--- config.mk ---
export PLATFORM = sky130hd
export DESIGN_NAME = bc_clr_en_reg_sched
export DESIGN_NICKNAME = d
export VERILOG_FILES = /design/src/rtl/bc_clr_en_reg_sched.sv
export SDC_FILE = /design/constraint.sdc
export NUM_CORES = 1
export LEC_CHECK = 0
export CAP_MARGIN = 20
export CORE_ASPECT_RATIO = 1.25
export CORE_MARGIN = 2
export CORE_UTILIZATION = 25
export CTS_CLUSTER_DIAMETER = 120
export DETAILED_ROUTE_END_ITERATION = 8
export PLACE_DENSITY = 0.56
export SYNTH_ARGS = -nofsm -noshare
export SYNTH_HDL_FRONTEND = slang
export SYNTH_SLANG_ARGS = --single-unit
--- constraint.sdc ---
create_clock -name clk -period 3.8 [get_ports clk]
set_clock_uncertainty 0.15 [all_clocks]
set_input_delay 0.76 -clock clk [delete_from_list [all_inputs] [get_ports clk]]
set_output_delay 0.76 -clock clk [all_outputs]
set_load 0.005 [all_outputs]
--- src/rtl/bc_clr_en_reg_sched.sv ---
// Round-robin scheduler sharing one bank of clear/enable registers among several requesters,
// with a sequenced clear-all that sweeps the bank one register per cycle.
module bc_clr_en_reg_sched #(
    parameter int NUM_REQ = 4,
    parameter int NUM_REG = 8,
    parameter int WIDTH   = 32,
    parameter int AW      = $clog2(NUM_REG),
    parameter int RW      = $clog2(NUM_REQ)
) (
    input  logic                     clk,
    input  logic                     rst,
    input  logic [NUM_REQ-1:0]       iReqVld,
    input  logic [NUM_REQ-1:0]       iReqClr,
    input  logic [NUM_REQ*AW-1:0]    iReqAddr,
    input  logic [NUM_REQ*WIDTH-1:0] iReqDat,
    output logic [NUM_REQ-1:0]       oReqRdy,
    input  logic                     iClrAll,
    output logic                     oClrAllBusy,
    output logic [NUM_REG-1:0]       oRegEn,
    output logic [NUM_REG-1:0]       oRegClr,
    output logic [WIDTH-1:0]         oRegDat,
    output logic [RW-1:0]            oGntIdx,
    output logic                     oAddrErr
);

    localparam int CW = $clog2(NUM_REG + 1);

    typedef enum logic {IDLE, CLRALL} state_t;

    state_t             state_q, state_d;
    logic [RW-1:0]      rr_q, rr_d;
    logic [CW-1:0]      cnt_q, cnt_d;
    logic [NUM_REG-1:0] en_q, en_d;
    logic [NUM_REG-1:0] clr_q, clr_d;
    logic [WIDTH-1:0]   dat_q, dat_d;
    logic [RW-1:0]      gnt_q, gnt_d;
    logic               err_q, err_d;
    logic               busy_q, busy_d;

    logic [2*NUM_REQ-1:0] vld_rot;
    logic                 win_vld;
    logic [RW-1:0]        win_idx;
    int                   win_sum;
    logic                 grant;
    logic [AW-1:0]        win_addr;
    logic [WIDTH-1:0]     win_dat;
    logic                 win_clr;

    // Rotate the valid vector so the search always starts at bit 0 = rr pointer.
    always_comb begin
        vld_rot = {iReqVld, iReqVld} >> rr_q;
        win_vld = 1'b0;
        win_idx = '0;
        win_sum = 0;
        for (int i = 0; i < NUM_REQ; i++) begin
            if (!win_vld && vld_rot[i]) begin
                win_vld = 1'b1;
                win_sum = int'(rr_q) + i;
                if (win_sum >= NUM_REQ)
                    win_sum = win_sum - NUM_REQ;
                win_idx = RW'(win_sum);
            end
        end
    end

    always_comb begin
        win_addr = '0;
        win_dat  = '0;
        win_clr  = 1'b0;
        for (int k = 0; k < NUM_REQ; k++) begin
            if (win_idx == RW'(k)) begin
                win_addr = iReqAddr[k*AW +: AW];
                win_dat  = iReqDat[k*WIDTH +: WIDTH];
                win_clr  = iReqClr[k];
            end
        end
    end

    assign grant   = (state_q == IDLE) && !iClrAll && win_vld;
    assign oReqRdy = grant ? (NUM_REQ'(1) << win_idx) : '0;

    always_comb begin
        state_d = state_q;
        rr_d    = rr_q;
        cnt_d   = cnt_q;
        en_d    = '0;
        clr_d   = '0;
        dat_d   = dat_q;
        gnt_d   = gnt_q;
        err_d   = 1'b0;
        busy_d  = busy_q;
        case (state_q)
            IDLE: begin
                if (iClrAll) begin
                    // The entry edge already issues the strobe for register 0.
                    state_d = CLRALL;
                    busy_d  = 1'b1;
                    clr_d   = NUM_REG'(1);
                    cnt_d   = CW'(1);
                end else if (win_vld) begin
                    rr_d  = (win_idx == RW'(NUM_REQ - 1)) ? '0 : win_idx + 1'b1;
                    gnt_d = win_idx;
                    if (int'(win_addr) >= NUM_REG) begin
                        err_d = 1'b1;
                    end else if (win_clr) begin
                        clr_d = NUM_REG'(1) << win_addr;
                    end else begin
                        en_d  = NUM_REG'(1) << win_addr;
                        dat_d = win_dat;
                    end
                end
            end
            CLRALL: begin
                if (cnt_q == CW'(NUM_REG)) begin
                    state_d = IDLE;
                    busy_d  = 1'b0;
                    cnt_d   = '0;
                end else begin
                    clr_d = NUM_REG'(1) << cnt_q;
                    cnt_d = cnt_q + 1'b1;
                end
            end
            default: state_d = IDLE;
        endcase
    end

    always_ff @(posedge clk) begin
        if (!rst) begin
            state_q <= IDLE;
            rr_q    <= '0;
            cnt_q   <= '0;
            en_q    <= '0;
            clr_q   <= '0;
            dat_q   <= '0;
            gnt_q   <= '0;
            err_q   <= 1'b0;
            busy_q  <= 1'b0;
        end else begin
            state_q <= state_d;
            rr_q    <= rr_d;
            cnt_q   <= cnt_d;
            en_q    <= en_d;
            clr_q   <= clr_d;
            dat_q   <= dat_d;
            gnt_q   <= gnt_d;
            err_q   <= err_d;
            busy_q  <= busy_d;
        end
    end

    assign oRegEn      = en_q;
    assign oRegClr     = clr_q;
    assign oRegDat     = dat_q;
    assign oGntIdx     = gnt_q;
    assign oAddrErr    = err_q;
    assign oClrAllBusy = busy_q;

endmodule

==> reports/qor.yml <==
flow_run:
  cap_viol_max_count: 0
floorplanning:
  die_area_sq_um: 16400
  rows: 50
  fp.dieH_um: 143
  floorplan.initialDensity_pct: 25.7
  num_io_pins: 207
  chipWidth_um: 115
  fp.coreArea_sq_um: 15000
critical_path:
  cp_slowest_cell: "clkdlybuf4s50_1"
  cp_max_fo: 6
  worstPathRequired_ns: 2.89
  cp.arrival_ns: 2.80
  cp-startpoint: "iReqVld[0]"
  cpMostUsedCell: "clkdlybuf4s50_1"
  max_stage_delay_ns: 0.57
  crit_type: "in -> out"
  path_cells: "clkdlybuf4s50_1 > a21oi_1 > o21a_1 > o22ai_2 > ha_1 > and3_1 > clkdlybuf4s50_1"
  critPathLaunchType: "primary input"
  setup.worst_path.end_class: "primary output"
  r2r_start: "rr_q[1]"
min_path:
  hold_start: "oRegDat[8]"
  hp-class: "reg -> reg"
route:
  drt-initial-drc-count: 217
  routed_wl_mm: 15.0
  top_layer_used: "met4"
  wl_met1_mm: 5.96
  route.met3.wl_um: 984
  met2_length_mm: 7.71
  num_vias: 4195
  vias_per_cell: 5.20
  post-route-drc-count: 0
  wl_per_cell_um: 18.6
  antenna_left: 0
  drt_pre_antenna_iters: 4
synthesis:
  yosys_most_used_dff: "dfxtp_1"
  synth_cell_types: 44
  ys_seq_elements: 58
  yosysWarningCount: 0
  netlist_instances: 422
  ys_async_sr_fraction_pct: 0
  synth_nets: 583
  synth.yosys.seq_area_share_pct: 30.1
  synth.avg_cell_area_sq_um: 9.13
  netlist_area_sq_um: 3850
  synth_edf_count: 0
timing:
  timing.final.crit_period_ns: 3.71
  setup_viol: 0
  final.setup.tns_ns: 0
  fmax_mhz: 270
  hold_viol: 0
  fin_crit_sh_pct: 97.6
  max_slew_margin_pct: 55.7
  tightest_slew_ns: 0.660
  slew_viol_final: 0
pwr:
  irDropWorstVdd_mv: 0.186
  power_leakage_nw: 2.28
  power.density_nw_per_um2: 390
clocking:
  hold_buffers: 0
  clkTransAtPathRegs_ns: 0.05
  cts_tree: "built"
  postCtsResizedCells: 1
  cts_buffers: 9
  cts_root_buf: "clkbuf_16"
  postCtsSetupRepairBufs: 0
  cts_sinks: 58
  insertion_delay_ns: 0.33
  h-tree-depth: 3
  max-clock-path-buffers: 2
placement:
  port-buffer-count: 205
  dp.final_hpwl_mm: 11.5
  dp.cells: 791
  place_congestion: 0.781
grt:
  grt_pass1_wl_mm: 22.8
  grt_usage_pct: 18.0
  antenna_found_initial: 0
  overflow: 0
  grt_pass1_vias: 4268
  grt_max_degree: 57
layout:
  multiInputGateArea_sq_um: 2340
  regArea_sq_um: 1160
  fin_nets: 781
  fill_cells: 1488
  num_antenna_cells: 0
  final_cells: 807
  area_growth_pct: 68.0
  drive_gt1_share_pct: 13.4
status:
  status: "completed"
[flip-flops by register name, summed over array words and instances, names as in the netlist]
signal / flops
oRegDat: 32
oRegClr: 8
oRegEn: 8
cnt_q: 4
oGntIdx: 2
rr_q: 2
oClrAllBusy: 1
state_q: 1
[cells in the final DEF, fill, tap and decap left out, types with 5 or more instances in the layout]
cell	n
buf_4	20
a21oi_1	8
clkbuf_16	9
a221o_1	33
clkdlybuf4s50_1	205
nand2b_1	34
nor4_1	9
a211oi_1	5
nor3_1	6
nor2_1	12
dfxtp_1	58
ha_1	7
inv_1	40
nand3_1	37
and3_1	6
a221oi_2	33
nand2_1	12
a221oi_1	31
[critical path, delay by kind of cell]
family / cells / cell delay (ns)
adder cells (fa/ha/maj): 1 / 0.26
buffers and inverters: 2 / 1.07
AND/OR/NAND/NOR: 1 / 0.18
AO/OA/AOI/OAI: 3 / 0.53
[Yosys cell counts (2+ instances only)]
library cell  instances  area, sq um
nor3_1                7         35.0
o22a_1                3         26.3
buf_4                 2         15.0
o21a_1                2         15.0
buf_2                 3         15.0
a221o_1              33          330
a221oi_2             33          495
o21ai_0               4         20.0
nand3b_1              4         30.0
nand2_1              12         45.0
nand3_1              37          185
a22o_1                4         35.0
a221oi_1             31          272
nor2_1               12         45.0
a32o_1                3         30.0
nand2b_1             34          213
dfxtp_1              58         1160
a21oi_1               8         40.0
nor4_1                9         56.3
buf_6                 9          101
clkbuf_1             26         97.6
nor2b_1               2         12.5
buf_1                 2         7.51
and3_1                6         37.5
ha_1                 10          125
and2_1                3         18.8
a211oi_1              5         37.5
o22ai_1               4         25.0
inv_1                41          154
[stage by stage]
step / cell area (sq um) / total power [mW] / setup WS [ns] / utilization [%] / hold WS [ns]
5_1_grt: 6470 / 2.66 / -0.0120 / 43.1 / 0.329
3_5_place_dp: 6150 / 1.68 / -0.0739 / 41.0 / 0.300
3_3_place_gp: 6150 / 1.67 / 0.00827 / 41.0 / 0.298
2_1_floorplan: 3850 / 1.24 / 0.520 / - / 0.309
6_report: 6470 / 2.53 / 0.0900 / 43.1 / 0.306
4_1_cts: 6470 / 2.55 / 0.0272 / 43.1 / 0.307
[cells by family after synthesis]
family	synth area share [%]
mux	0.260
flops	30.1
compound gates	37.0
buf+inv	10.1
other cells	0.0973
simple gates	19.2
fa+ha+maj	3.25
[layout make-up]
| class | instances | share of cell area [%] |
|---|---|---|
| Multi-Input combinational cell | 281 | 36.1 |
| Timing Repair Buffer | 229 | 35.3 |
| Sequential cell | 58 | 17.9 |
| Clock buffer | 12 | 3.65 |
| Tap cell | 182 | 3.52 |
| Inverter | 41 | 2.38 |
| Clock inverter | 4 | 1.18 |
[final timing paths]
kind / end / slack, ns / depth (start not counted)
worst max-delay path: oReqRdy[0] / 0.09 / 7
worst min-delay path: oRegDat[8] / 0.31 / 2
worst max register to register: oRegDat[12] / 0.86 / 10
worst min register to register: oRegDat[8] / 0.31 / 2
[routing by layer]
| metal | track usage [%] | vias up |
|---|---|---|
| met5 | 0 | - |
| met4 | 5.77 | 0 |
| met3 | 4.20 | 23 |
| met2 | 32.7 | 159 |
| met1 | 20.4 | 1971 |
| li1 | - | 2042 |
[where the power goes]
group          switching [mW]  total (mW)  internal [mW]
clock network           0.286       0.862          0.575
logic                   0.459       0.968          0.509
registers              0.0320       0.699          0.666
total                   0.777        2.53           1.75
(Power assumes the default switching activity.)
